==> config.mk <==
export PLATFORM = sky130hd
export DESIGN_NAME = pipe_stage_chain
export DESIGN_NICKNAME = d
export VERILOG_FILES = /design/src/rtl/pipe_stage_chain.sv
export SDC_FILE = /design/constraint.sdc
export NUM_CORES = 1
export LEC_CHECK = 0
export CORE_MARGIN = 5
export CORE_UTILIZATION = 48
export CTS_BUF_LIST = sky130_fd_sc_hd__clkbuf_2
export CTS_CLUSTER_DIAMETER = 120
export DETAILED_ROUTE_END_ITERATION = 10
export PLACE_DENSITY = 0.79
export SYNTH_ARGS = -nofsm -noshare
export SYNTH_HDL_FRONTEND = slang
export SYNTH_SLANG_ARGS = --single-unit
==> constraint.sdc <==
create_clock -name clk -period 4.4 [get_ports clk]
set_clock_uncertainty 0.1 [all_clocks]
set_input_delay 0.88 -clock clk [delete_from_list [all_inputs] [get_ports clk]]
set_output_delay 0.88 -clock clk [all_outputs]
set_load 0.05 [all_outputs]
==> src/rtl/pipe_stage_chain.sv <==
// Elastic N-stage pipeline register chain with per-stage skid buffers,
// synchronous flush, occupancy tracking and a saturating stall counter.
module pipe_stage_chain #(
    parameter int DATA_W = 32,
    parameter int STAGES = 1,
    parameter int CNT_W = 16,
    localparam int OCC_W = $clog2(2 * STAGES + 1)
) (
    input  logic              clk,
    input  logic              rst_n,
    input  logic              in_valid,
    output logic              in_ready,
    input  logic [DATA_W-1:0] in_data,
    input  logic              flush,
    output logic              out_valid,
    input  logic              out_ready,
    output logic [DATA_W-1:0] out_data,
    output logic [OCC_W-1:0]  occupancy,
    output logic [CNT_W-1:0]  stall_cycles
);

    logic [STAGES-1:0] r_main_v;
    logic [STAGES-1:0] r_skid_v;
    logic [DATA_W-1:0] r_main [STAGES];
    logic [DATA_W-1:0] r_skid [STAGES];
    logic [OCC_W-1:0]  r_occ;
    logic [CNT_W-1:0]  r_stall;

    logic [STAGES-1:0] w_up_v;
    logic [STAGES-1:0] w_dn_rdy;
    logic [STAGES-1:0] w_acc;
    logic [STAGES-1:0] w_adv;
    logic [DATA_W-1:0] w_up_d [STAGES];
    logic              w_in_fire;
    logic              w_out_fire;

    // Each stage sees the previous main register as its upstream and the
    // next stage's registered "skid empty" as its downstream ready.
    assign w_up_v[0] = in_valid;
    assign w_up_d[0] = in_data;
    assign w_dn_rdy[STAGES-1] = out_ready;

    generate
        for (genvar g = 1; g < STAGES; g++) begin : g_link
            assign w_up_v[g] = r_main_v[g-1];
            assign w_up_d[g] = r_main[g-1];
            assign w_dn_rdy[g-1] = ~r_skid_v[g];
        end
    endgenerate

    assign w_acc = w_up_v & ~r_skid_v;
    assign w_adv = ~r_main_v | w_dn_rdy;

    assign in_ready = ~r_skid_v[0];
    assign out_valid = r_main_v[STAGES-1];
    assign out_data = r_main[STAGES-1];
    assign occupancy = r_occ;
    assign stall_cycles = r_stall;

    assign w_in_fire = in_valid & ~r_skid_v[0];
    assign w_out_fire = r_main_v[STAGES-1] & out_ready;

    always_ff @(posedge clk) begin
        if (!rst_n) begin
            r_main_v <= '0;
            r_skid_v <= '0;
            for (int i = 0; i < STAGES; i++) begin
                r_main[i] <= '0;
                r_skid[i] <= '0;
            end
        end else begin
            for (int i = 0; i < STAGES; i++) begin
                if (w_adv[i]) begin
                    if (r_skid_v[i]) begin
                        r_main[i]   <= r_skid[i];
                        r_main_v[i] <= 1'b1;
                        r_skid_v[i] <= 1'b0;
                    end else begin
                        r_main_v[i] <= w_acc[i];
                        if (w_acc[i]) r_main[i] <= w_up_d[i];
                    end
                end else if (w_acc[i]) begin
                    r_skid[i]   <= w_up_d[i];
                    r_skid_v[i] <= 1'b1;
                end
            end
            // Squash only drops valid bits; payload registers keep stale data.
            if (flush) begin
                r_main_v <= '0;
                r_skid_v <= '0;
            end
        end
    end

    always_ff @(posedge clk) begin
        if (!rst_n) begin
            r_occ <= '0;
        end else if (flush) begin
            r_occ <= '0;
        end else begin
            case ({w_in_fire, w_out_fire})
                2'b10:   r_occ <= r_occ + OCC_W'(1);
                2'b01:   r_occ <= r_occ - OCC_W'(1);
                default: r_occ <= r_occ;
            endcase
        end
    end

    always_ff @(posedge clk) begin
        if (!rst_n) begin
            r_stall <= '0;
        end else if (out_valid && !out_ready && !(&r_stall)) begin
            r_stall <= r_stall + CNT_W'(1);
        end
    end

endmodule

==> impl_metrics.env <==
export IMPL_outcome="completed"
export IMPL_postPlaceCellArea_um2=4488
export IMPL_crit_fanout=9
export IMPL_p_seq_share_pct=59.4
export IMPL_port_buffer_count=88
export IMPL_final_min_period_over_clock_period_pct=66.20
export IMPL_path_clk_slew_ns=0.23
export IMPL_critical_path_top_delay_family="buffers and inverters"
export IMPL_yosys_area_share_xor_xnor_pct=0.7573
export IMPL_synth_simple_area_share_pct=14.86
export IMPL_layout_core_utilization_pct=64.57
export IMPL_detail_route_antenna_nets=0
export IMPL_row_count=31
export IMPL_netlist_area_leader_share_pct=55.39
export IMPL_holdCritPathClass="reg -> reg"
export IMPL_grt_antenna_before_repair=0
export IMPL_numClockSinks=84
export IMPL_drtPass1Iterations=4
export IMPL_finalWorstPathRequiredPeriod_ns=2.913
export IMPL_cp_arrival_ns=1.93
export IMPL_post_synth_top_area_cell="sky130_fd_sc_hd__edfxtp_1"
export IMPL_slew_limit_headroom_pct=32.12
export IMPL_ctsHoldBuffers=0
export IMPL_post_drt_wl_per_cell_um=15.89
export IMPL_cp_end_kind="primary output"
export IMPL_critPathKind="reg -> out"
export IMPL_route_final_wire_length_um=7228
export IMPL_critical_path_startpoint_type="flip-flop"
export IMPL_yosysWarnings=0
export IMPL_syn_inst=260
export IMPL_yosys_area_share_adder_pct=0.7212
export IMPL_num_nets_final=390
export IMPL_compound_cell_area_share_of_the_yosys_netlist_pct=13.96
export IMPL_die_y_um=95.02
export IMPL_final_area_um2=4608
export IMPL_maximum_capacitance_violations=0
export IMPL_groute_usage_overall_pct=16.80
export IMPL_first_iter_violations=120
export IMPL_highest_cell_delay_on_the_worst_timing_path_ns=0.87
export IMPL_maximum_ir_drop_on_the_vdd_rail_v=0.0002056
export IMPL_grt_max_degree=33
export IMPL_power_share_clock_pct=26.2
export IMPL_io_pins=89
export IMPL_final_max_slew_viol_count=0
export IMPL_postCtsResizedCells=0
export IMPL_critical_path_buf_inv_count=1
export IMPL_power_density_cell_area_nw_per_um2=330.1
export IMPL_static_power_due_to_leakage_nw=1.639
export IMPL_mappedNetlistNets=299
export IMPL_worst_pin_slew_ns=1.014
export IMPL_finalSetupTns_ns=0
export IMPL_drc=0
export IMPL_grt_pass1_vias=2285
export IMPL_power_share_combinational_pct=14.4
export IMPL_finalSetupViolCount=0
export IMPL_path_cells="clkdlybuf4s50_1"
export IMPL_fraction_of_final_layout_cells_with_drive_strength_greater_than_1_pct=8.146
export IMPL_power_report_internal_total_mw=1.107
export IMPL_grt_setup_unrepaired="false"
export IMPL_avgSynthCellArea_um2=13.34
export IMPL_die_width_um=95.02
export IMPL_dieArea_um2=9029
export IMPL_synthTopCellsByArea="sky130_fd_sc_hd__edfxtp_1 55%, sky130_fd_sc_hd__dfxtp_1 12%, sky130_fd_sc_hd__a22o_1 8.1%, sky130_fd_sc_hd__and2_1 6.0%, sky130_fd_sc_hd__a21oi_1 1.9%"
export IMPL_gp_routability_congestion=0.8106
export IMPL_synth_edff_count=64
export IMPL_grt_overflow=0
export IMPL_synth_cell_types=38
export IMPL_clock_root_buffer="sky130_fd_sc_hd__clkbuf_2"
export IMPL_worst_ep_required_time_ns=3.42
export IMPL_core_area_um2=7137
export IMPL_yosysSeqAreaShare_pct=66.93
export IMPL_avgViaCountPerCell=5.319
export IMPL_cts_tree="done"
export IMPL_initial_core_util_pct=48.62
export IMPL_hpwl_after_dpl_um=4987
export IMPL_cp_slowest_cell="sky130_fd_sc_hd__clkdlybuf4s50_1"
export IMPL_worst_slack_placed_ns=1.326
export IMPL_register_bit_count_reported_by_yosys=84
export IMPL_design_power_total_mw=1.521
export IMPL_switching_share_pct=27.22
export IMPL_cts_post_setup_buffers_inserted=0
export IMPL_detailroute_via_count=2420
export IMPL_yosys_most_used_dff="sky130_fd_sc_hd__edfxtp_1"
export IMPL_antenna_diode_count=0
export IMPL_cts_buffers=9
export IMPL_postSynth_asyncResetShare_pct=0
export IMPL_share_of_synthesized_area_spent_on_multiplexers_pct=1.154
export IMPL_post_synth_instance_area_um2=3470
export IMPL_grt_pass1_wl_um=11550
export IMPL_synthToLayoutAreaGrowth_pct=32.82
export IMPL_num_fill_cells=558
export IMPL_clockBufferDepth=2
export IMPL_worstSkewPairLatency_ns=0.51
export IMPL_timing_final_hold_violations=0
export IMPL_cts_htree_levels=3
export IMPL_setup_ws_ns=1.487
export IMPL_main_combinational_cell_family_by_area_after_synthesis="simple AND/OR/NAND/NOR gates"
export IMPL_max_freq_ghz=0.3433
export IMPL_power_switching_mw=0.4141
## sequential cells by signal (all words and copies together) (netlist names)
register / count
stall_cycles: 16
out_valid: 1
r_skid_v: 1
occupancy: 2
r_main: 32
r_skid: 32
## Yosys cell counts (all sizes together) (3+ instances only)
cell type,n
a21oi,13
nand4,5
a22o,32
mux2i,4
nor3,4
nor2,7
edfxtp,64
and2,33
o21ai,10
o31ai,3
nand2,12
nand3,4
or3,6
clkbuf,11
dfxtp,20
inv,4
nand2b,5
## final cells by class
type                            instances  area [µm²]  area share, %
Sequential cell                        84        2322          50.39
Inverter                                4       15.01         0.3258
Multi-Input combinational cell        161        1124          24.38
Clock buffer                            9       45.04         0.9775
Tap cell                               99       123.9          2.688
Clock inverter                          7       75.07          1.629
Timing Repair Buffer                   91       903.4          19.60
## logic make-up (layout without fill, tap and decap cells)
| kind of cell | count (synthesis) | count (layout) |
|---|---|---|
| buffers and inverters | 15 | 111 |
| adders and majority gates | 2 | 2 |
| AOI/OAI and AO/OA | 66 | 66 |
| xor gates and xnor gates | 3 | 3 |
| and+or+nand+nor | 86 | 86 |
| DFF | 84 | 84 |
| muxes | 4 | 4 |
## metrics by stage
step / hold slack [ns] / std cells
after floorplan: 0.4097 / 260
after global placement: 0.3785 / 439
after detailed placement: 0.3812 / 439
after CTS: 0.4074 / 455
after global routing: 0.4753 / 455
final: 0.4076 / 455
## layer usage
metal | GRT usage [%] | up-vias | part of all wire, %
li1 | - | 1187 | -
met1 | 23.30 | 1134 | 44
met2 | 25.25 | 90 | 49
met3 | 3.552 | 9 | 6.4
met4 | 8.053 | 0 | 1.2
met5 | 0 | - | 0
## worst paths after layout
kind	endpoint	cells past startpoint	slack [ns]	start
setup / recovery	stall_cycles[2]	1	1.49	stall_cycles[2]$_SDFFE_PN0P_
hold / removal	occupancy[1]$_SDFFE_PP0P_	2	0.41	occupancy[1]$_SDFFE_PP0P_
setup reg to reg	r_skid[0][13]$_SDFFCE_PN0P_	2	2.48	out_valid$_SDFFE_PP0N_
hold reg to reg	occupancy[1]$_SDFFE_PP0P_	2	0.41	occupancy[1]$_SDFFE_PP0P_
## power groups by stage
stage,sequential (mW),combinational (mW),clock (mW)
after floorplan,1.01,0.0378,0
after global placement,0.920,0.218,0
after detailed placement,0.921,0.220,0
after CTS,0.904,0.221,0.410
after global routing,0.908,0.230,0.441
final,0.904,0.219,0.399
## cell usage in the layout (no fill, tap or decap), types with 3 or more instances in the layout
cell and instances:
sky130_fd_sc_hd__clkdlybuf4s50_1 88, sky130_fd_sc_hd__nand2b_1 5, sky130_fd_sc_hd__and2_1 33, sky130_fd_sc_hd__nor3_1 3, sky130_fd_sc_hd__or3_1 6, sky130_fd_sc_hd__nor2_1 5, sky130_fd_sc_hd__inv_1 4, sky130_fd_sc_hd__a21oi_1 13
sky130_fd_sc_hd__o31ai_1 3, sky130_fd_sc_hd__mux2i_1 4, sky130_fd_sc_hd__clkbuf_2 9, sky130_fd_sc_hd__buf_4 3, sky130_fd_sc_hd__edfxtp_1 64, sky130_fd_sc_hd__o21ai_0 8, sky130_fd_sc_hd__nand2_1 12, sky130_fd_sc_hd__dfxtp_1 20
sky130_fd_sc_hd__nand3_1 4, sky130_fd_sc_hd__nand4_1 4, sky130_fd_sc_hd__a22o_1 32
Note: power is estimated with default switching activity, not from simulation.
